==> config.mk <==
export PLATFORM = sky130hd
export DESIGN_NAME = iecdrv_rom_slot_arb_flat
export DESIGN_NICKNAME = d
export VERILOG_FILES = /design/src/rtl/iecdrv_rom_slot_arb_if.sv /design/src/rtl/iecdrv_rom_slot_arb.sv /design/src/flat_wrapper.sv
export SDC_FILE = /design/constraint.sdc
export NUM_CORES = 1
export LEC_CHECK = 0
export ABC_AREA = 1
export ABC_CLOCK_PERIOD_IN_PS = 2400
export BUFFER_PORTS_ARGS = -buffer_cell sky130_fd_sc_hd__buf_2
export CAP_MARGIN = 20
export CORE_ASPECT_RATIO = 1.5
export CORE_MARGIN = 3
export CORE_UTILIZATION = 45
export CTS_CLUSTER_SIZE = 12
export DETAILED_ROUTE_END_ITERATION = 6
export GPL_ROUTABILITY_DRIVEN = 1
export PLACE_DENSITY = 0.73
export SLEW_MARGIN = 10
export SYNTH_ARGS = -nofsm -noshare
export SYNTH_HDL_FRONTEND = slang
export SYNTH_SLANG_ARGS = --single-unit
==> constraint.sdc <==
create_clock -name clk -period 2.4 [get_ports clk]
set_input_delay 0.24 -clock clk [delete_from_list [all_inputs] [get_ports clk]]
set_output_delay 0.24 -clock clk [all_outputs]
set_load 0.005 [all_outputs]
==> src/rtl/iecdrv_rom_slot_arb_if.sv <==
// Bus bundle between the multi-drive wrapper / shared ROM and the ROM slot arbiter.
// Latency: none (wires only).
// Backpressure: none; the arbiter is purely time-slotted.
// Ports (arbiter view, slave modport):
//   in : sync, drv_addr, drv_bank, overrun_clr, mem_q_std, mem_q_alt
//   out: mem_addr, drv_data, drv_valid, round_done, overrun
interface iecdrv_rom_slot_arb_if #(
    parameter int NDR    = 4,
    parameter int ADDR_W = 15,
    parameter int DATA_W = 8
);
    logic                  sync;
    logic [NDR*ADDR_W-1:0] drv_addr;
    logic [NDR-1:0]        drv_bank;
    logic                  overrun_clr;
    logic [ADDR_W-1:0]     mem_addr;
    logic [DATA_W-1:0]     mem_q_std;
    logic [DATA_W-1:0]     mem_q_alt;
    logic [NDR*DATA_W-1:0] drv_data;
    logic [NDR-1:0]        drv_valid;
    logic                  round_done;
    logic                  overrun;

    // Wrapper + ROM side: drives requests and ROM read data.
    modport master (
        output sync, drv_addr, drv_bank, overrun_clr, mem_q_std, mem_q_alt,
        input  mem_addr, drv_data, drv_valid, round_done, overrun
    );

    // Arbiter side.
    modport slave (
        input  sync, drv_addr, drv_bank, overrun_clr, mem_q_std, mem_q_alt,
        output mem_addr, drv_data, drv_valid, round_done, overrun
    );
endinterface

==> src/rtl/iecdrv_rom_slot_arb.sv <==
// Time-slotted arbiter: NDR drive CPUs share one ROM port, one slot per drive per sync round.
// Latency: slot i address issued i+1 edges after sync, data captured RD_LAT+1 edges later.
// Backpressure: none; a sync during a round restarts it and raises sticky overrun.
//
// Ports:
//   clk, reset_n  drive clock, async active-low reset (release expected synchronous upstream)
//   bus (slave)   sync/drv_addr/drv_bank/overrun_clr in, mem_addr out, mem_q_std/mem_q_alt in,
//                 drv_data/drv_valid/round_done/overrun out
// Parameters: NDR 1..8 slots, ADDR_W, DATA_W, RD_LAT 1..3 ROM read latency.
// Optional feature: define IECDRV_ROM_ARB_BANK_EN to let drv_bank[i] select mem_q_alt for slot i.
module iecdrv_rom_slot_arb #(
    parameter int NDR    = 4,
    parameter int ADDR_W = 15,
    parameter int DATA_W = 8,
    parameter int RD_LAT = 1
) (
    input  logic                  clk,
    input  logic                  reset_n,
    iecdrv_rom_slot_arb_if.slave  bus
);
    localparam int LAST_CNT = NDR + RD_LAT;
    localparam int CNT_W    = $clog2(NDR + RD_LAT + 1);
    localparam int SLOT_W   = (NDR > 1) ? $clog2(NDR) : 1;

    typedef enum logic {IDLE, RUN} state_t;

    state_t                state_q;
    logic [CNT_W-1:0]      cnt_q;
    logic [ADDR_W-1:0]     mem_addr_q;
    logic [NDR*DATA_W-1:0] drv_data_q;
    logic [NDR-1:0]        drv_valid_q;
    logic                  round_done_q;
    logic                  overrun_q;

    // Read pipeline travelling alongside the ROM access: stage 0 is loaded on the
    // address-issue edge, stage RD_LAT lines up with valid ROM data.
    logic [RD_LAT:0]       pipe_vld_q;
    logic [SLOT_W-1:0]     pipe_slot_q [RD_LAT+1];
`ifdef IECDRV_ROM_ARB_BANK_EN
    logic [RD_LAT:0]       pipe_bank_q;
    logic                  issue_bank_d;
`else
    logic                  unused_bank_inputs;
`endif

    logic                  running;
    logic                  last_edge;
    logic                  issue;
    logic [ADDR_W-1:0]     issue_addr_d;
    logic [DATA_W-1:0]     cap_dat_d;

    always_comb begin
        running      = (state_q == RUN);
        // Last edge of a round: the final slot's data is captured here.
        last_edge    = running && (cnt_q == CNT_W'(LAST_CNT));
        // No issue on a sync edge: the round restarts and anything issued now
        // would be flushed anyway.
        issue        = running && (cnt_q < CNT_W'(NDR)) && !bus.sync;
        issue_addr_d = '0;
        for (int i = 0; i < NDR; i++) begin
            if (cnt_q == CNT_W'(i)) begin
                issue_addr_d = bus.drv_addr[i*ADDR_W +: ADDR_W];
            end
        end
`ifdef IECDRV_ROM_ARB_BANK_EN
        issue_bank_d = 1'b0;
        for (int i = 0; i < NDR; i++) begin
            if (cnt_q == CNT_W'(i)) begin
                issue_bank_d = bus.drv_bank[i];
            end
        end
        cap_dat_d = pipe_bank_q[RD_LAT] ? bus.mem_q_alt : bus.mem_q_std;
`else
        cap_dat_d = bus.mem_q_std;
`endif
    end

`ifndef IECDRV_ROM_ARB_BANK_EN
    assign unused_bank_inputs = ^{bus.drv_bank, bus.mem_q_alt};
`endif

    always_ff @(posedge clk or negedge reset_n) begin
        if (!reset_n) begin
            state_q      <= IDLE;
            cnt_q        <= '0;
            mem_addr_q   <= '0;
            drv_data_q   <= '0;
            drv_valid_q  <= '0;
            round_done_q <= 1'b0;
            overrun_q    <= 1'b0;
            pipe_vld_q   <= '0;
            for (int k = 0; k <= RD_LAT; k++) begin
                pipe_slot_q[k] <= '0;
            end
`ifdef IECDRV_ROM_ARB_BANK_EN
            pipe_bank_q  <= '0;
`endif
        end else begin
            // Read pipeline. On a sync, everything not yet at the last stage is
            // dropped so a restart can never route stale data to a slot; the
            // entry at the last stage still captures on this edge.
            pipe_vld_q[0]  <= issue;
            pipe_slot_q[0] <= SLOT_W'(cnt_q);
            for (int k = 1; k <= RD_LAT; k++) begin
                pipe_vld_q[k]  <= pipe_vld_q[k-1] && !bus.sync;
                pipe_slot_q[k] <= pipe_slot_q[k-1];
            end
`ifdef IECDRV_ROM_ARB_BANK_EN
            pipe_bank_q <= {pipe_bank_q[RD_LAT-1:0], issue_bank_d};
`endif

            if (issue) begin
                mem_addr_q <= issue_addr_d;
            end

            drv_valid_q <= '0;
            if (pipe_vld_q[RD_LAT]) begin
                for (int i = 0; i < NDR; i++) begin
                    if (pipe_slot_q[RD_LAT] == SLOT_W'(i)) begin
                        drv_data_q[i*DATA_W +: DATA_W] <= cap_dat_d;
                        drv_valid_q[i]                 <= 1'b1;
                    end
                end
            end

            round_done_q <= last_edge;

            // A sync landing on the last edge is a clean back-to-back round, not
            // an overrun. Setting beats clearing.
            if (bus.sync && running && !last_edge) begin
                overrun_q <= 1'b1;
            end else if (bus.overrun_clr) begin
                overrun_q <= 1'b0;
            end

            case (state_q)
                IDLE: begin
                    if (bus.sync) begin
                        state_q <= RUN;
                        cnt_q   <= '0;
                    end
                end
                RUN: begin
                    if (bus.sync) begin
                        cnt_q <= '0;
                    end else if (last_edge) begin
                        state_q <= IDLE;
                        cnt_q   <= '0;
                    end else begin
                        cnt_q <= cnt_q + CNT_W'(1);
                    end
                end
                default: begin
                    state_q <= IDLE;
                    cnt_q   <= '0;
                end
            endcase
        end
    end

    assign bus.mem_addr   = mem_addr_q;
    assign bus.drv_data   = drv_data_q;
    assign bus.drv_valid  = drv_valid_q;
    assign bus.round_done = round_done_q;
    assign bus.overrun    = overrun_q;
endmodule

==> src/flat_wrapper.sv <==
// flat-port wrapper written by rule: the top's interface ports become plain ports
module iecdrv_rom_slot_arb_flat 
#(
    parameter int NDR    = 4,
    parameter int ADDR_W = 15,
    parameter int DATA_W = 8,
    parameter int RD_LAT = 1
)
  (clk, reset_n, bus_sync, bus_drv_addr, bus_drv_bank, bus_overrun_clr, bus_mem_q_std, bus_mem_q_alt, bus_mem_addr, bus_drv_data, bus_drv_valid, bus_round_done, bus_overrun);
  iecdrv_rom_slot_arb_if #(.NDR(NDR), .ADDR_W(ADDR_W), .DATA_W(DATA_W)) bus_i ();
  input  logic clk;
  input  logic reset_n;
  input wire logic [$bits(bus_i.sync)-1:0] bus_sync;
  input wire logic [$bits(bus_i.drv_addr)-1:0] bus_drv_addr;
  input wire logic [$bits(bus_i.drv_bank)-1:0] bus_drv_bank;
  input wire logic [$bits(bus_i.overrun_clr)-1:0] bus_overrun_clr;
  input wire logic [$bits(bus_i.mem_q_std)-1:0] bus_mem_q_std;
  input wire logic [$bits(bus_i.mem_q_alt)-1:0] bus_mem_q_alt;
  output wire logic [$bits(bus_i.mem_addr)-1:0] bus_mem_addr;
  output wire logic [$bits(bus_i.drv_data)-1:0] bus_drv_data;
  output wire logic [$bits(bus_i.drv_valid)-1:0] bus_drv_valid;
  output wire logic [$bits(bus_i.round_done)-1:0] bus_round_done;
  output wire logic [$bits(bus_i.overrun)-1:0] bus_overrun;
  assign bus_i.sync = bus_sync;
  assign bus_i.drv_addr = bus_drv_addr;
  assign bus_i.drv_bank = bus_drv_bank;
  assign bus_i.overrun_clr = bus_overrun_clr;
  assign bus_i.mem_q_std = bus_mem_q_std;
  assign bus_i.mem_q_alt = bus_mem_q_alt;
  assign bus_mem_addr = bus_i.mem_addr;
  assign bus_drv_data = bus_i.drv_data;
  assign bus_drv_valid = bus_i.drv_valid;
  assign bus_round_done = bus_i.round_done;
  assign bus_overrun = bus_i.overrun;
  iecdrv_rom_slot_arb #(.NDR(NDR), .ADDR_W(ADDR_W), .DATA_W(DATA_W), .RD_LAT(RD_LAT)) u_core (.clk(clk), .reset_n(reset_n), .bus(bus_i));
endmodule
# Word level (Yosys, flattened, before mapping)

Index checks and enable logic that the tools add are counted.

Output and inout port bits: 53
Bits in registers: 63
Input port bits: 84
Word-level logic and storage cells: 58

Bitwise operators: 1
Magnitude comparators: 1
Eq/ne operators: 8
Reductions and logical operators: 15
Multiplexer cells: 19
$add $sub $neg: 1

Operators with widths:

| kind                | number |
|---|---|
| $mux 15             | 4 |
| $mux 1              | 9 |
| $mux 3              | 3 |
| $reduce_and 2->1    | 4 |
| $eq 3x2->1 const B  | 2 |
| $logic_and 1x1->1   | 6 |
| $pmux 3 s2          | 1 |
| $eq 2x2->1 const B  | 2 |
| $mux 4              | 1 |
| $add 3x1->3 const B | 1 |
| $eq 3x1->1 const B  | 1 |
| $eq 3x3->1 const B  | 1 |
| $logic_not 3->1     | 1 |
| $lt 3x3->1 const B  | 1 |
| $eq 2x1->1 const B  | 1 |
| $logic_not 1->1     | 2 |
| $logic_not 2->1     | 1 |
| $ne 2x2->1 const B  | 1 |
| $pmux 1 s2          | 1 |
| $reduce_bool 2->1   | 1 |
| $not 1->1           | 1 |

# Logic depth before layout (Yosys ltp)

Word-level depth: 5
Depth in mapped cells: 12
Depth with buffers taken out: 10

# Least setup slack after synthesis

OpenSTA, ideal clock, no wires.

Path kind: register to register
Start: register u_core.cnt_q[2]
End: register u_core.mem_addr_q[10] (netlist: u_core.bus.mem_addr[10])
Cell stages (with the launch flop): 10
Required time: 2335 ps
Path slack: 838 ps
Buffers on the path: 2
Setup time: 65 ps
Period minus slack after synthesis: 1562 ps
Arrival time: 1497 ps
Path through: dfrtp_1 -> inv_4 -> buf_6 -> ha_1 -> inv_1 -> clkbuf_1 -> nor2_1 -> nor2_1 -> nand2_1 -> nand2_1

Cells in the longest elaborated chain, start to end: 5
Elaborated cells on any way between the ends: 11
Those cells by class: 1 x order compare; 3 x eq/ne; 4 x mux; 3 x reduce/logical

RTL lines:

| item                   | line                       | source |
|---|---|---|
| start, declared        | iecdrv_rom_slot_arb.sv:28  | `logic [CNT_W-1:0] cnt_q;` |
| start signal, assigned | iecdrv_rom_slot_arb.sv:150 | `cnt_q <= cnt_q + CNT_W'(1);` |
| $logic_not 3->1        | iecdrv_rom_slot_arb.sv:61  | `if (cnt_q == CNT_W'(i)) begin` |
| $mux 15 (4 in a row)   | iecdrv_rom_slot_arb.sv:61  |  |
| end signal, assigned   | iecdrv_rom_slot_arb.sv:113 | `mem_addr_q <= issue_addr_d;` |
| end, declared          | iecdrv_rom_slot_arb.sv:29  | `logic [ADDR_W-1:0] mem_addr_q;` |

Parallel ways exist; a longest one is shown, timed or not.
A chain may end at the register's enable or synchronous reset.

# Worst setup path in the final report

Start: register u_core.cnt_q[2]
End: register u_core.mem_addr_q[8] (netlist: u_core.bus.mem_addr[8])

Same word-level chain as after synthesis.

==> metrics.json <==
{
  "floorplan.io_pins": 137,
  "most-common-layout-cells": "nand2_1, buf_2, dfrtp_1",
  "initial_core_util_pct": 47.48,
  "part_of_the_yosys_area_used_for_sequential_elements_pct": 49.80,
  "maximum_number_of_pins_on_one_net_before_global_route_repair": 32,
  "drtIter0Drc": 94,
  "period_share_pct": 71.64,
  "area_growth_pct": 26.36,
  "cp_max_fo": 31,
  "drive_above_1_share_pct": 28.55,
  "cts_tree": "built",
  "worst_setup_path_start_kind": "flip-flop",
  "post-layout-total-power_w": 0.003556,
  "std_cell_rows": 36,
  "cts.repair_timing.setup_buffer_count": 0,
  "report.final.setup_viol": 0,
  "core_um2": 6666,
  "n_antenna_cell": 0,
  "worst_clock_skew_ps": 7.254,
  "dpl.hpwl_um": 5548,
  "power.density_cell_area_nw_per_um2": 889.0,
  "layout_min_cycle_time_ps": 1719,
  "die-height_um": 108.7,
  "worst_ep_required_time_ps": 2670,
  "groute.usage.overall_pct": 19.30,
  "finalWirelength_um": 7300,
  "post_synth_num_cell_types": 19,
  "hold_path.startpoint": "bus_overrun_clr",
  "irDropWorstVdd_mv": 0.3205,
  "setup_repair_after_global_routing_missed_its_margin": "false",
  "timing.max_cap.violations": 0,
  "first_pass_grt_wire_length_um": 12230,
  "clock_sinks": 63,
  "worst_setup_path_startpoint": "u_core.cnt_q[2]$_DFFE_PN0P_",
  "worstPathArrival_ps": 1990,
  "portBuffers": 124,
  "clock.fmax_mhz": 581.6,
  "gp_congestion": 0.8072,
  "worst_hold_path_type": "in2reg",
  "timing_max_transition_violations_final": 0,
  "h-tree-depth": 3,
  "dr_vias_cell": 4.636,
  "drc": 0,
  "total_leakage_power_nw": 2.473,
  "outcome": "finished, final reports clean",
  "drt_first_pass_iters": 5,
  "crit-reg2reg-launch": "u_core.cnt_q[2]$_DFFE_PN0P_",
  "cts.path.max_buffers": 2,
  "cts_buffers": 9,
  "worstSetupEndpointType": "flip-flop",
  "synthesis.yosys.warnings": 0,
  "clkTransAtPathRegs_ps": 60,
  "num-fill-cells": 618,
  "most_common_cell_after_layout_fill_and_taps_aside": "nand2_1",
  "mappedNetlistArea_um2": 3166,
  "routed_wire_length_per_instance_um": 11.66,
  "max_slew.worst_pin.slew_ps": 608.1,
  "final-hold-violation-count": 0,
  "ant_nets": 0,
  "max-slew-margin-rel_pct": 59.41,
  "fin_nets": 634,
  "critPathKind": "reg2reg",
  "grt_remaining_overflow": 0,
  "die_x_um": 74.48,
  "area.sequential_um2": 1577,
  "floorplan.die_area_um2": 8097,
  "antenna_found_initial": 0,
  "synth_seq_cells": 63,
  "reg2reg_setup_slack_ps": 680,
  "synthesis.nets": 511,
  "syn-mean-instance-area_um2": 7.501,
  "multiInputGateArea_um2": 1254,
  "vias_in_the_first_global_route": 2800,
  "synthesized_netlist_cell_count": 422,
  "vias": 2902,
  "cts.root.buffer_cell": "clkbuf_8",
  "setup-tns-final_ps": 0,
  "clk-insertion-delay-late_ps": 330
}
cells in the mapped netlist:
master	instances	area share, %
nand2_1	169	20
dfrtp_1	63	50
nor2_1	48	5.7
inv_1	47	5.6
o21ai_0	35	5.5
nand3_1	13	2.1
nand3_2	9	2.8
clkinv_1	8	0.95
clkbuf_1	5	0.59
ha_1	5	2.0
buf_2	4	0.63
buf_4	4	0.95
buf_6	4	1.4
nor2_4	2	0.71
o22ai_1	2	0.40
clkbuf_2	1	0.16
inv_2	1	0.12
inv_4	1	0.20
nand2_4	1	0.36
state kept, by name, summed over array words and instances, names as in the netlist:
signal / flops
u_core.bus.drv_valid: 4
u_core.bus.drv_data: 32
u_core.running: 1
u_core.pipe_slot_q: 4
u_core.bus.round_done: 1
u_core.cnt_q: 3
u_core.bus.mem_addr: 15
u_core.pipe_vld_q: 2
u_core.bus.overrun: 1
report_power, final:
part | internal (W) | total (W) | switching, W | leakage (nW)
sequential | 0.00141 | 0.00158 | 0.000179 | 0.777
clock | 0.000503 | 0.000872 | 0.000369 | 0.100
combinational | 0.000493 | 0.00110 | 0.000606 | 1.60
total | 0.00240 | 0.00356 | 0.00115 | 2.47
stage by stage:
stage | hold slack, ps | setup WS [ps] | instances | util (%) | cell area [um^2]
finish | 93.55 | 680.6 | 626 | 60.00 | 4000
global route | 88.81 | 444.4 | 626 | 60.00 | 4000
CTS | 78.72 | 655.4 | 626 | 60.00 | 4000
detailed placement | 273.7 | 686.7 | 609 | 57.00 | 3800
global placement | 262.4 | 712.1 | 609 | 57.00 | 3800
floorplan | -55.59 | 837.9 | 422 | - | 3166
worst max-delay path, cell delays in order (launching register included):
cell	delay, ps
dfrtp_1	480
inv_4	250
nand3_2	520
nor2_1	250
nand2_1	80
nand2_1	60
area by class of cell:
class                      instances  share of cell area, %
clock buffer                      12                  3.628
clock inverter                     4                  1.126
inverter                          57                  5.411
multi-input combinational        284                  31.34
sequential                        63                  39.41
tap                               76                  2.377
timing repair buffer             130                  16.70
path summary, 6_finish.rpt:
kind                                                      endpoint  cells past startpoint
worst min-delay path                u_core.bus.overrun$_DFFE_PN0P_                      2
worst max register to register  u_core.bus.mem_addr[8]$_DFFE_PN0P_                      5
min in group asynchronous       u_core.bus.drv_data[0]$_DFFE_PN0P_                      2
worst max-delay path            u_core.bus.mem_addr[8]$_DFFE_PN0P_                      5
worst min register to register     u_core.pipe_slot_q[1]$_DFF_PN0_                      0
max in group asynchronous          u_core.pipe_slot_q[2]$_DFF_PN0_                      3
metal layers:
metal / part of all wire (%) / track usage [%] / vias up
met5: 0 / 0 / -
met4: 1.7 / 7.506 / 0
met3: 7.1 / 3.137 / 11
met2: 48 / 33.65 / 133
met1: 43 / 23.30 / 1241
li1: - / - / 1517
what timing repair did:
item	4_1_cts	5_1_grt
hold endpoints to repair	25	0
hold buffers	1	0
gates resized for setup	0	0
cells by family (layout without fill, tap and decap cells):
logic type,Yosys count,count (layout),share of synthesized area [%]
buf+inv,75,203,10.59
simple gates,242,242,31.70
fa+ha+maj,5,5,1.976
compound gates,37,37,5.929
flops,63,63,49.80
(Power assumes the default switching activity.)
